### src/rtl/gbc_gamepak_pkg.sv
`default_nettype none
// ============================================================================
// Module   : gbc_gamepak_pkg
// Purpose  : Shared types, address map and pin constants for the GamePak
//            cartridge-port responder.
// Revision : 1.0 - initial release
// ============================================================================
package gbc_gamepak_pkg;

  // Bus-cycle sequencer states
  typedef enum logic [2:0] {
    CART_RESET = 3'd0,
    IDLE       = 3'd1,
    SETUP      = 3'd2,
    STROBE     = 3'd3,
    HOLD       = 3'd4
  } state_t;

  // Address map (ROM spans 0x0000 up to ROM_HI)
  localparam logic [15:0] ROM_HI      = 16'h7FFF;
  localparam logic [15:0] VRAM_LO     = 16'h8000;
  localparam logic [15:0] VRAM_HI     = 16'h9FFF;
  localparam logic [15:0] CS_LO       = 16'hA000;
  localparam logic [15:0] CS_HI       = 16'hFDFF;
  localparam logic [15:0] INTERNAL_LO = 16'hFE00;

  // Idle level of the active-low cartridge strobes, and open-bus read value
  localparam logic       PIN_IDLE = 1'b1;
  localparam logic [7:0] OPEN_BUS = 8'hFF;

  // Cartridge RAM / external range that asserts the CS pin
  function automatic logic is_cs_range(input logic [15:0] addr);
    return (addr >= CS_LO) && (addr <= CS_HI);
  endfunction

  // Any address that results in a physical pin cycle
  function automatic logic is_cart_access(input logic [15:0] addr);
    logic in_vram;
    logic in_internal;
    in_vram     = (addr >= VRAM_LO) && (addr <= VRAM_HI);
    in_internal = (addr >= INTERNAL_LO);
    return (addr <= ROM_HI) || (!in_vram && !in_internal && is_cs_range(addr));
  endfunction

endpackage
`default_nettype wire

### src/rtl/gbc_gamepak_phi_gen.sv
`default_nettype none
// ============================================================================
// Module   : gbc_gamepak_phi_gen
// Purpose  : Free-running divider producing the cartridge PHI clock.
// Revision : 1.0 - initial release
// ============================================================================
module gbc_gamepak_phi_gen #(
  parameter int PhiHalfPeriod = 100
) (
  input  logic Clk,
  input  logic Reset,
  output logic CartClk
);

  localparam int            CW   = (PhiHalfPeriod > 1) ? $clog2(PhiHalfPeriod) : 1;
  localparam logic [CW-1:0] LAST = CW'(PhiHalfPeriod - 1);

  logic [CW-1:0] div_cnt;

  // Toggle PHI every PhiHalfPeriod core cycles, independent of bus activity
  always_ff @(posedge Clk) begin
    if (Reset) begin
      div_cnt <= '0;
      CartClk <= 1'b0;
    end else if (div_cnt == LAST) begin
      div_cnt <= '0;
      CartClk <= ~CartClk;
    end else begin
      div_cnt <= div_cnt + CW'(1);
    end
  end

endmodule
`default_nettype wire

### src/rtl/gbc_gamepak_responder.sv
`default_nettype none
// ============================================================================
// Module   : gbc_gamepak_responder
// Purpose  : Executes single-byte core memory requests as timed GamePak pin
//            cycles, holding Ready/DataReady low until each cycle completes.
// Revision : 1.0 - initial release
// ============================================================================
module gbc_gamepak_responder
  import gbc_gamepak_pkg::*;
#(
  parameter int SetupCycles   = 2,
  parameter int StrobeCycles  = 4,
  parameter int HoldCycles    = 1,
  parameter int ResetCycles   = 16,
  parameter int PhiHalfPeriod = 100
) (
  input  logic        Clk,
  input  logic        Reset,
  input  logic        Access,
  input  logic        Write,
  input  logic [15:0] Address,
  input  logic [7:0]  DInitiator,
  output logic [7:0]  DTarget,
  output logic        Ready,
  output logic        DataReady,
  output logic        CartClk,
  output logic        CartRead,
  output logic        CartWrite,
  output logic        CartCS,
  output logic        CartReset,
  output logic [15:0] CartAddress,
  output logic [7:0]  CartDataOut,
  output logic        CartDataOE,
  input  logic [7:0]  CartDataIn,
  input  logic        CartAudioIn,
  output logic        AudioOut
);

  localparam int MAX_A   = (SetupCycles > StrobeCycles) ? SetupCycles : StrobeCycles;
  localparam int MAX_B   = (HoldCycles > ResetCycles) ? HoldCycles : ResetCycles;
  localparam int MAX_CYC = (MAX_A > MAX_B) ? MAX_A : MAX_B;
  localparam int CW      = $clog2(MAX_CYC + 1);

  localparam logic [CW-1:0] SETUP_LAST  = CW'(SetupCycles - 1);
  localparam logic [CW-1:0] STROBE_LAST = CW'(StrobeCycles - 1);
  localparam logic [CW-1:0] HOLD_LAST   = CW'(HoldCycles - 1);
  // CART_RESET runs one cycle past the pulse so Ready rises after CartReset releases
  localparam logic [CW-1:0] RESET_LAST  = CW'(ResetCycles);

  state_t        state, state_next;
  logic [CW-1:0] cnt, cnt_next;
  logic [15:0]   lat_addr;
  logic          lat_write;
  logic [7:0]    lat_data;
  logic          accept, accept_cart, busy_next, write_next, sample_read;
  logic [15:0]   addr_next;
  logic [7:0]    data_next;
  logic          audio_meta;

  gbc_gamepak_phi_gen #(
    .PhiHalfPeriod(PhiHalfPeriod)
  ) u_phi_gen (
    .Clk    (Clk),
    .Reset  (Reset),
    .CartClk(CartClk)
  );

  // Request acceptance and the request fields that apply in the next cycle
  always_comb begin
    accept      = (state == IDLE) && Access && Ready;
    accept_cart = accept && is_cart_access(Address);
    addr_next   = accept ? Address    : lat_addr;
    write_next  = accept ? Write      : lat_write;
    data_next   = accept ? DInitiator : lat_data;
  end

  // Next-state and phase-counter logic; counter reloads on every state entry
  always_comb begin
    state_next  = state;
    cnt_next    = cnt + CW'(1);
    sample_read = 1'b0;
    case (state)
      CART_RESET: if (cnt == RESET_LAST) begin state_next = IDLE; cnt_next = '0; end
      IDLE: begin
        cnt_next = '0;
        if (accept_cart) state_next = SETUP;
      end
      SETUP: if (cnt == SETUP_LAST) begin state_next = STROBE; cnt_next = '0; end
      STROBE: if (cnt == STROBE_LAST) begin
        state_next  = HOLD;
        cnt_next    = '0;
        sample_read = !lat_write;
      end
      HOLD: if (cnt == HOLD_LAST) begin state_next = IDLE; cnt_next = '0; end
      default: begin state_next = CART_RESET; cnt_next = '0; end
    endcase
    busy_next = (state_next == SETUP) || (state_next == STROBE) || (state_next == HOLD);
  end

  // State register and registered outputs, all derived from next-cycle values
  always_ff @(posedge Clk) begin
    if (Reset) begin
      state       <= CART_RESET;
      cnt         <= '0;
      lat_addr    <= '0;
      lat_write   <= 1'b0;
      lat_data    <= '0;
      Ready       <= 1'b0;
      DataReady   <= 1'b0;
      DTarget     <= OPEN_BUS;
      CartRead    <= PIN_IDLE;
      CartWrite   <= PIN_IDLE;
      CartCS      <= PIN_IDLE;
      CartReset   <= ~PIN_IDLE;
      CartAddress <= '0;
      CartDataOE  <= 1'b0;
      CartDataOut <= '0;
    end else begin
      state <= state_next;
      cnt   <= cnt_next;
      if (accept) begin
        lat_addr  <= Address;
        lat_write <= Write;
        lat_data  <= DInitiator;
      end
      Ready <= (state_next == IDLE) && !accept;
      if (accept) DataReady <= Write;
      else if (state_next == IDLE) DataReady <= 1'b1;
      if (accept && !accept_cart && !Write) DTarget <= OPEN_BUS;
      else if (sample_read) DTarget <= CartDataIn;
      if (accept_cart) CartAddress <= Address;
      CartCS     <= !(busy_next && is_cs_range(addr_next));
      CartRead   <= !((state_next == STROBE) && !write_next);
      CartWrite  <= !((state_next == STROBE) && write_next);
      CartDataOE <= busy_next && write_next;
      if (busy_next && write_next) CartDataOut <= data_next;
      CartReset  <= !((state_next == CART_RESET) && (cnt_next < RESET_LAST));
    end
  end

  // Two-flop synchronizer for the asynchronous cartridge audio input
  always_ff @(posedge Clk) begin
    if (Reset) begin
      audio_meta <= 1'b0;
      AudioOut   <= 1'b0;
    end else begin
      audio_meta <= CartAudioIn;
      AudioOut   <= audio_meta;
    end
  end

endmodule
`default_nettype wire

### config.mk
export PLATFORM = sky130hd
export DESIGN_NAME = gbc_gamepak_responder
export DESIGN_NICKNAME = d
export VERILOG_FILES = /design/src/rtl/gbc_gamepak_pkg.sv /design/src/rtl/gbc_gamepak_phi_gen.sv /design/src/rtl/gbc_gamepak_responder.sv
export SDC_FILE = /design/constraint.sdc
export NUM_CORES = 1
export LEC_CHECK = 0
export CAP_MARGIN = 20
export CORE_MARGIN = 4
export CORE_UTILIZATION = 25
export CTS_CLUSTER_SIZE = 40
export DETAILED_ROUTE_END_ITERATION = 6
export PLACE_DENSITY_LB_ADDON = 0.15
export RECOVER_POWER = 50
export SETUP_SLACK_MARGIN = 0.5
export SKIP_LAST_GASP = 1
export SYNTH_ARGS = -nofsm -noshare
export SYNTH_HDL_FRONTEND = slang
export SYNTH_SLANG_ARGS = --single-unit
### constraint.sdc
create_clock -name Clk -period 2.4 [get_ports Clk]
set_input_delay 0.24 -clock Clk [delete_from_list [all_inputs] [get_ports Clk]]
set_output_delay 0.24 -clock Clk [all_outputs]
set_load 0.01 [all_outputs]
==> summary by stage, run 1 <==
Outcome
The flow ran to the end, and the final reports show no timing, DRC or antenna violations.

Clock tree
Clock tree synthesis found a total of 73 sinks. The insertion delay of the later-clocked pin in the worst-skew pair is 330 ps. TritonCTS created 9 clock buffers. The number of levels the H-tree was split into is 3. Clock tree synthesis selected as its root buffer the cell sky130_fd_sc_hd__clkbuf_16.

The clock tree from TritonCTS is built. For this design, the CTS-stage hold fixing added 0 buffers. The longest clock path from root to sink contains 2 buffers. After clock tree synthesis, the clock-pin slew on the worst setup and hold paths is 60 ps.

Floorplanning
The die outline width is 119 µm. After floorplanning, the core was sized to cover 0.0120 mm². The floorplan step defined a die boundary enclosing 0.0141 mm². For this configuration, the core starts out at a cell density of 25.5%. The boundary pin count is 78. Row generation in the floorplan step produced 40 rows. The floorplan die height is 119 µm.

Placement
The number of buffers inserted by port buffering is 77. Routability-driven placement finished with a final weighted congestion of 0.766. Summed over all nets, the half-perimeter wirelength after detailed placement is 5.75 mm. The post-placement worst setup slack is 189 ps.

Counting tap cells, the placed design contains a total of 548 instances. After detailed placement, the total cell area comes to 0.00401 mm².

Synthesis
The synthesized netlist cell count is 334. The unique cell type count in the Yosys netlist is 54. After synthesis, the cell types taking the most area are sky130_fd_sc_hd__dfxtp_1 (48%), sky130_fd_sc_hd__a21oi_1 (5.7%), sky130_fd_sc_hd__nand3_1 (5.7%).

The synthesized design contains 73 register bits. Counting flops with a built-in enable in the synthesized netlist gives 0. Averaged over all synthesized cells, the footprint is 9.18 µm². Among all flip-flop cells after synthesis, the most frequent one is sky130_fd_sc_hd__dfxtp_1.

The number of warnings issued by yosys is 0. Counting flops with an async set or reset pin after synthesis yields a share of 0%. The share of synthesized area in the top cell type comes to 47.7%. The post-synth design cell area is 0.00307 mm². The largest total area in the synthesized netlist belongs to sky130_fd_sc_hd__dfxtp_1.

Sequential elements use 47.7% of the synthesized area. Synthesis produced a netlist with a net count of 375.

Detailed routing
The total wire length after detailed routing is 8.14 mm. In the routed design, unresolved DRC markers number 0. The number of DRC violations after detailed-routing iteration 0 is 209. The first TritonRoute pass finished after 6 iterations.

The number of vias after detailed routing is 2,694. The remaining antenna violation count is 0. In the final routed layout, each cell accounts on average for 14.3 µm. Dividing the detail-routed via count by the number of cells gives 4.72.

Global route
The via count of the first global-routing pass is 2,720. Summed over all layers, the global routing overflow is 0. The number of antenna violations at the first check in global routing came to 0.

The first-pass GRT wire length is 13.8 mm. The global routing usage summed across all routing layers is 12.0%. Entering global routing, the biggest net connects 32 pins.

STA
At the pin with the least slew margin, the transition time is 1390 ps. The final cycle utilization of the critical path is 78.2%. On the final layout, the worst clock skew is 5.94 ps. The worst path meets setup with 524 ps of slack. The worst pin sits at a relative slew slack of 7.17%. The count of endpoints failing hold in the final timing report is 0. For this run, the top clock speed supported by timing is 0.533 GHz. Setup repair after global routing could not meet its margin everywhere. After routing, the total negative slack on setup checks comes to 0 ps.

The minimum clock period after layout is 1880 ps. The total count of max-transition violations in the final report was 0. The total of endpoints with negative setup slack in the final report is 0.

Pwr
In this run the static leakage power is 1.58 nW. Net switching is 21.1% of the power. The portion of total power attributed to combinational logic is 5.6%. For this design the ratio of total power to cell area is 615 mW/mm².

Summed over all nets, the switching power comes to 0.570 mW. The peak ir drop on the vdd network is 0.000341 V. Sequential cells account for 45.6% of the total power. The internal power of the cells is 2.14 mW. The relative contribution of the clock network to total power is 48.8%.

Critical path
The data required time at the worst endpoint is 2590 ps. The startpoint of the most critical register-to-register path is state[0]. The worst register-to-register path ends at CartCS. For flop-to-flop paths, the worst setup slack is 520 ps.

The maximum fanout count along the critical path is 11. Data arrives at the worst endpoint at 2070 ps. The critical path is of the reg -> reg type. The critical path launch point type is a register. STA classifies the critical path endpoint as a register. Counting cells, the worst reg-to-reg path comes to 6.

Worst hold path
The classification of the worst-slack hold path is in -> reg. The worst hold path terminates at u_phi_gen.CartClk. The count of cells along the worst hold path is 2. The worst hold path begins at Reset.

Cells and area
In the layout the commonest cells are sky130_fd_sc_hd__dfxtp_1 (70), sky130_fd_sc_hd__dlygate4sd3_1 (40), sky130_fd_sc_hd__clkdlybuf4s50_1 (36). The count of placed standard cells in the final layout, fillers left out is 571. From synthesis to final layout, the design area changed by 43.6%. The most common cell after layout, fill and taps aside is sky130_fd_sc_hd__dfxtp_1.

The repair_antennas step left the layout with diodes totalling 0. The multi-input combinational cells in the finished layout cover a total of 0.00150 mm². The share of cells above drive strength 1 is 13.0%. The number of nets in the layout is 460. The filler cells instantiated in the layout total 1,237.

The finished cells cover 0.00440 mm². The register area is 0.00147 mm².

Flow run
The number of max-capacitance violations reported is 0.
critical path, cell delays in order, from the launching register on:
cell                       delay, ps
sky130_fd_sc_hd__dfxtp_1         330
sky130_fd_sc_hd__buf_4           160
sky130_fd_sc_hd__nor3b_1         380
sky130_fd_sc_hd__nand2_1         120
sky130_fd_sc_hd__clkbuf_1        250
sky130_fd_sc_hd__a221oi_1        350
sky130_fd_sc_hd__o221ai_1        160
how the worst max path moves through the flow:
stage                           to  slack (ps)         from  depth (start not counted)
detailed placement  CartDataOut[4]         190  Address[14]                          5
CTS                         CartCS         530     state[1]                          6
global route                CartCS         250     state[0]                          6
finish                      CartCS         520     state[0]                          6
global placement    CartDataOut[4]         210  Address[14]                          5
floorplan               DTarget[0]         530       cnt[0]                          5
kinds of logic (layout without fill, tap and decap cells):
| logic type | count (synthesis) | in the layout | synth area share (%) |
|---|---|---|---|
| and+or+nand+nor | 117 | 117 | 21.2 |
| AOI/OAI and AO/OA | 88 | 88 | 17.3 |
| DFF | 73 | 73 | 47.7 |
| buffers and inverters | 26 | 116 | 3.71 |
| muxes | 18 | 18 | 6.20 |
| xor gates and xnor gates | 8 | 8 | 2.29 |
| adders and majority gates | 4 | 4 | 1.63 |
layer usage:
metal	global-route usage (%)	wire [µm]
met1	15.3	3850
met2	18.1	3560
met3	5.07	597
met4	4.56	140
met5	0	0
timing repair:
action	CTS	global route
hold endpoints to repair	0	0
endpoints found under the setup margin	17	20
pin swaps	3	2
resized for setup	2	5
setup buffers	5	2
Yosys cell counts (2+ instances only):
| cell type | n |
|---|---|
| sky130_fd_sc_hd__a21oi_1 | 35 |
| sky130_fd_sc_hd__dfxtp_1 | 73 |
| sky130_fd_sc_hd__nor2b_1 | 10 |
| sky130_fd_sc_hd__mux2i_1 | 10 |
| sky130_fd_sc_hd__a31oi_1 | 2 |
| sky130_fd_sc_hd__clkbuf_1 | 12 |
| sky130_fd_sc_hd__xor2_1 | 4 |
| sky130_fd_sc_hd__mux2_2 | 7 |
| sky130_fd_sc_hd__o21a_1 | 2 |
| sky130_fd_sc_hd__and3b_2 | 2 |
| sky130_fd_sc_hd__nand2b_1 | 2 |
| sky130_fd_sc_hd__buf_1 | 3 |
| sky130_fd_sc_hd__nor3_1 | 7 |
| sky130_fd_sc_hd__o21ai_1 | 2 |
| sky130_fd_sc_hd__a211oi_1 | 3 |
| sky130_fd_sc_hd__a221oi_1 | 2 |
| sky130_fd_sc_hd__nand2_1 | 25 |
| sky130_fd_sc_hd__ha_1 | 4 |
| sky130_fd_sc_hd__o21ai_0 | 29 |
| sky130_fd_sc_hd__buf_2 | 7 |
| sky130_fd_sc_hd__nand3_1 | 35 |
| sky130_fd_sc_hd__nand3b_1 | 4 |
| sky130_fd_sc_hd__inv_1 | 3 |
| sky130_fd_sc_hd__nor2_1 | 14 |
| sky130_fd_sc_hd__and3_1 | 3 |
| sky130_fd_sc_hd__xnor2_1 | 4 |
| sky130_fd_sc_hd__o22ai_1 | 3 |
through the flow:
stage	hold WS [ps]	total power, mW	util [%]
3_5_place_dp	432	1.40	33.4
4_1_cts	286	2.76	36.6
6_report	299	2.70	36.6
3_3_place_gp	423	1.40	33.4
5_1_grt	348	2.84	36.6
2_1_floorplan	368	1.31	-
flip-flops by register name, indices dropped and copies added, names as in the netlist:
register and cells:
AudioOut 1, CartAddress 16, CartCS 1, CartDataOE 1
CartDataOut 8, CartRead 1, CartReset 1, CartWrite 1
DTarget 8, DataReady 1, Ready 1, audio_meta 1
cnt 5, lat_addr 7, lat_data 8, lat_write 1
state 3, u_phi_gen.CartClk 1, u_phi_gen.div_cnt 7
power by group through the flow:
stage / combinational (mW) / clock (mW) / sequential (mW)
2_1_floorplan: 0.0598 / 0 / 1.26
3_3_place_gp: 0.144 / 0 / 1.26
3_5_place_dp: 0.145 / 0 / 1.26
4_1_cts: 0.152 / 1.37 / 1.23
5_1_grt: 0.166 / 1.44 / 1.23
6_report: 0.152 / 1.32 / 1.23
cell type report:
| cell class | instances | share of cell area, % |
|---|---|---|
| Sequential cell | 73 | 33.3 |
| Clock inverter | 5 | 1.25 |
| Tap cell | 147 | 4.18 |
| Inverter | 3 | 0.256 |
| Timing Repair Buffer | 97 | 21.3 |
| Clock buffer | 11 | 5.52 |
| Multi-Input combinational cell | 235 | 34.2 |
Note: power is estimated with default switching activity, not from simulation.
==> inputs of run 2 (changes only) <==
- clock period: 2.4 -> 1.95 ns (I/O delays scaled with it)
==> summary by stage, run 2 (synthesis results as in run 1) <==
Global route
The first-pass GRT wire length came to 15.3 mm (+11%). The maximum number of pins on one net before global-route repair came to 43 (+34%). The number of antenna violations at the first check in global routing is 0 (unchanged). The via count of the first global-routing pass is 3,047 (+12%).

The final global-route overflow total came to 0 (unchanged). The global routing usage summed across all routing layers is 13.3% (+1.3 points).

STA
The fmax is 0.575 GHz (+7.8%). The minimum clock period after layout is 1740 ps (-136 ps). Setup repair after global routing could not meet its margin everywhere. The count of endpoints failing hold in the final timing report is 0 (unchanged). The final cycle utilization of the critical path is 89.2% (+11 points).

The clock skew after layout is 5.25 ps (-0.689 ps). The summed negative setup slack over all endpoints was 0 ps (unchanged). The actual transition at the worst max-transition pin is 929 ps (-464 ps). The total count of max-transition violations in the final report is 0 (unchanged).

The headroom to the max-slew limit is 38.1% (+31 points). The total of endpoints with negative setup slack in the final report came to 0 (unchanged).

Pwr
The peak ir drop on the vdd network came to 0.000343 V (+0.61%). The overall power consumption was 3.47 mW (+28%). The leakage power of the design is 1.96 nW (+24%). The total power per unit cell area is 662 mW/mm² (+7.6%).

Clock tree
The largest buffer count on any clock path was 2 (unchanged). The clock transition time at the flip-flop clock pins of the worst setup and hold paths is 60 ps (about the same). The total number of clock tree sinks is 73 (unchanged). The post-cts hold buffer count was 0 (unchanged).

The number of buffers created by CTS is 9 (unchanged). TritonCTS built the clock tree. The insertion delay of the later-clocked pin in the worst-skew pair came to 330 ps (about the same). The number of levels the H-tree was split into is 3 (unchanged). The tree is rooted in a sky130_fd_sc_hd__clkbuf_16.

Floorplanning
The initial cell density of the core is 25.5% (unchanged). The placeable core area is 0.0120 mm² (unchanged). The die outline width is 119 µm (unchanged). The cell row count is 40 (unchanged). The floorplan die height is 119 µm (unchanged). The full die area is 0.0141 mm² (unchanged). The boundary pin count is 78 (unchanged).

Cells and area
The number of nets in the layout is 503 (+9.3%). The number of fillers in the final layout is 1,151 (-7.0%). The register with the most flip-flops in the final layout is CartAddress.

The flip-flop count of the largest register after layout came to 16 (unchanged). The number of diodes added for antenna fixing is 0 (unchanged). Leaving out fill and tap cells, the most frequent cells in the layout are sky130_fd_sc_hd__dfxtp_1 (66), sky130_fd_sc_hd__buf_4 (39), sky130_fd_sc_hd__clkdlybuf4s50_1 (35).

The final cell utilization of the core is 43.6% (+7.0 points). The area growth from synthesis to layout is 70.9%. The most common cell after layout, fill and taps aside is sky130_fd_sc_hd__dfxtp_1. The share of cells above drive strength 1 was 34.5% (+22 points).

Critical path
The maximum fanout count along the critical path came to 4 (-7). The worst register-to-register path begins at cnt[0]. The critical path starts at cnt[0]. STA classifies the critical path startpoint as a register. The signal arrival time at the worst endpoint came to 1930 ps (-140 ps). The data required time at the worst endpoint is 2140 ps (-450 ps). The critical path in this run is classified as reg -> reg. The type of destination of the critical path is a register.

Flow run
The number of max-capacitance violations reported was 0 (unchanged).

Worst hold path
The worst hold path belongs to the class in -> reg. The startpoint of the worst hold path is Reset.

Detailed routing
The number of DRC violations after detailed-routing iteration 0 was 117 (-44%). The average wire length per cell after detail routing is 15.6 µm (+9.2%). The length of the first detailed-routing pass in iterations came to 4 (-2). The number of vias after detailed routing is 2,948 (+9.4%).

The remaining antenna violation count is 0 (unchanged). The detail-routed via count per cell is 4.80 (+1.8%). The number of remaining DRC errors came to 0 (unchanged). The total wire length after detailed routing is 9.56 mm (+17%).

Placement
The number of buffers inserted by port buffering is 77 (unchanged). The post-detailed-placement half-perimeter wirelength is 6.11 mm (+6.2%). The weighted congestion reported at the end of routability-driven placement is 0.815 (+6.5%).

Outcome
The flow ran to the end, and the final reports show no timing, DRC or antenna violations.
[run 2: final cells by class]
class	count	area, µm²	area share [%]
Timing Repair Buffer	140	1390	26.5
Clock inverter	6	65.1	1.24
Tap cell	147	184	3.51
Inverter	3	13.8	0.263
Sequential cell	73	1480	28.2
Clock buffer	10	239	4.56
Multi-Input combinational cell	235	1870	35.7
[run 2: timing repair]
item	CTS	global route
gates resized for setup	43	62
buffers inserted	17	12
setup endpoints to repair	60	75
pin swaps	15	24
hold endpoints to repair	0	0
gates cloned	2	2
[run 2: metrics by stage]
| step | cell area (µm²) | hold slack [ps] | worst slack, ps | std cells |
|---|---|---|---|---|
| 2_1_floorplan | 3230 | 323 | 206 | 334 |
| 3_5_place_dp | 4290 | 428 | -111 | 565 |
| 4_1_cts | 4940 | 187 | 240 | 600 |
| 6_report | 5240 | 315 | 210 | 614 |
| 5_1_grt | 5240 | 332 | 89.3 | 614 |
| 3_3_place_gp | 4290 | 423 | -69.2 | 565 |
[run 2: critical path: stages (launching register included)]
cell                       delay [ps]
sky130_fd_sc_hd__dfxtp_4          370
sky130_fd_sc_hd__ha_4             140
sky130_fd_sc_hd__or4b_4           470
sky130_fd_sc_hd__buf_4            160
sky130_fd_sc_hd__buf_6            110
sky130_fd_sc_hd__nand2_4           50
sky130_fd_sc_hd__o2111a_2         230
sky130_fd_sc_hd__o41ai_2           80
[run 2: final timing paths]
path               end  slack, ps  cells after the start
max          DataReady        210                      7
min          lat_write        310                      2
min reg2reg   AudioOut        440                      1
max reg2reg  DataReady        210                      7
[run 2: routing by layer]
metal	global-route usage, %	vias up	wire length, µm
met5	0	-	0
met4	5.07	0	135
met3	4.02	12	536
met2	22.2	78	4790
met1	16.1	1405	4100
li1	-	1453	-
[run 2: power breakdown]
group	internal (mW)	switching (mW)	leakage, nW
clock network	1.03	0.664	0.145
registers	1.50	0.0146	0.594
logic	0.140	0.116	1.23
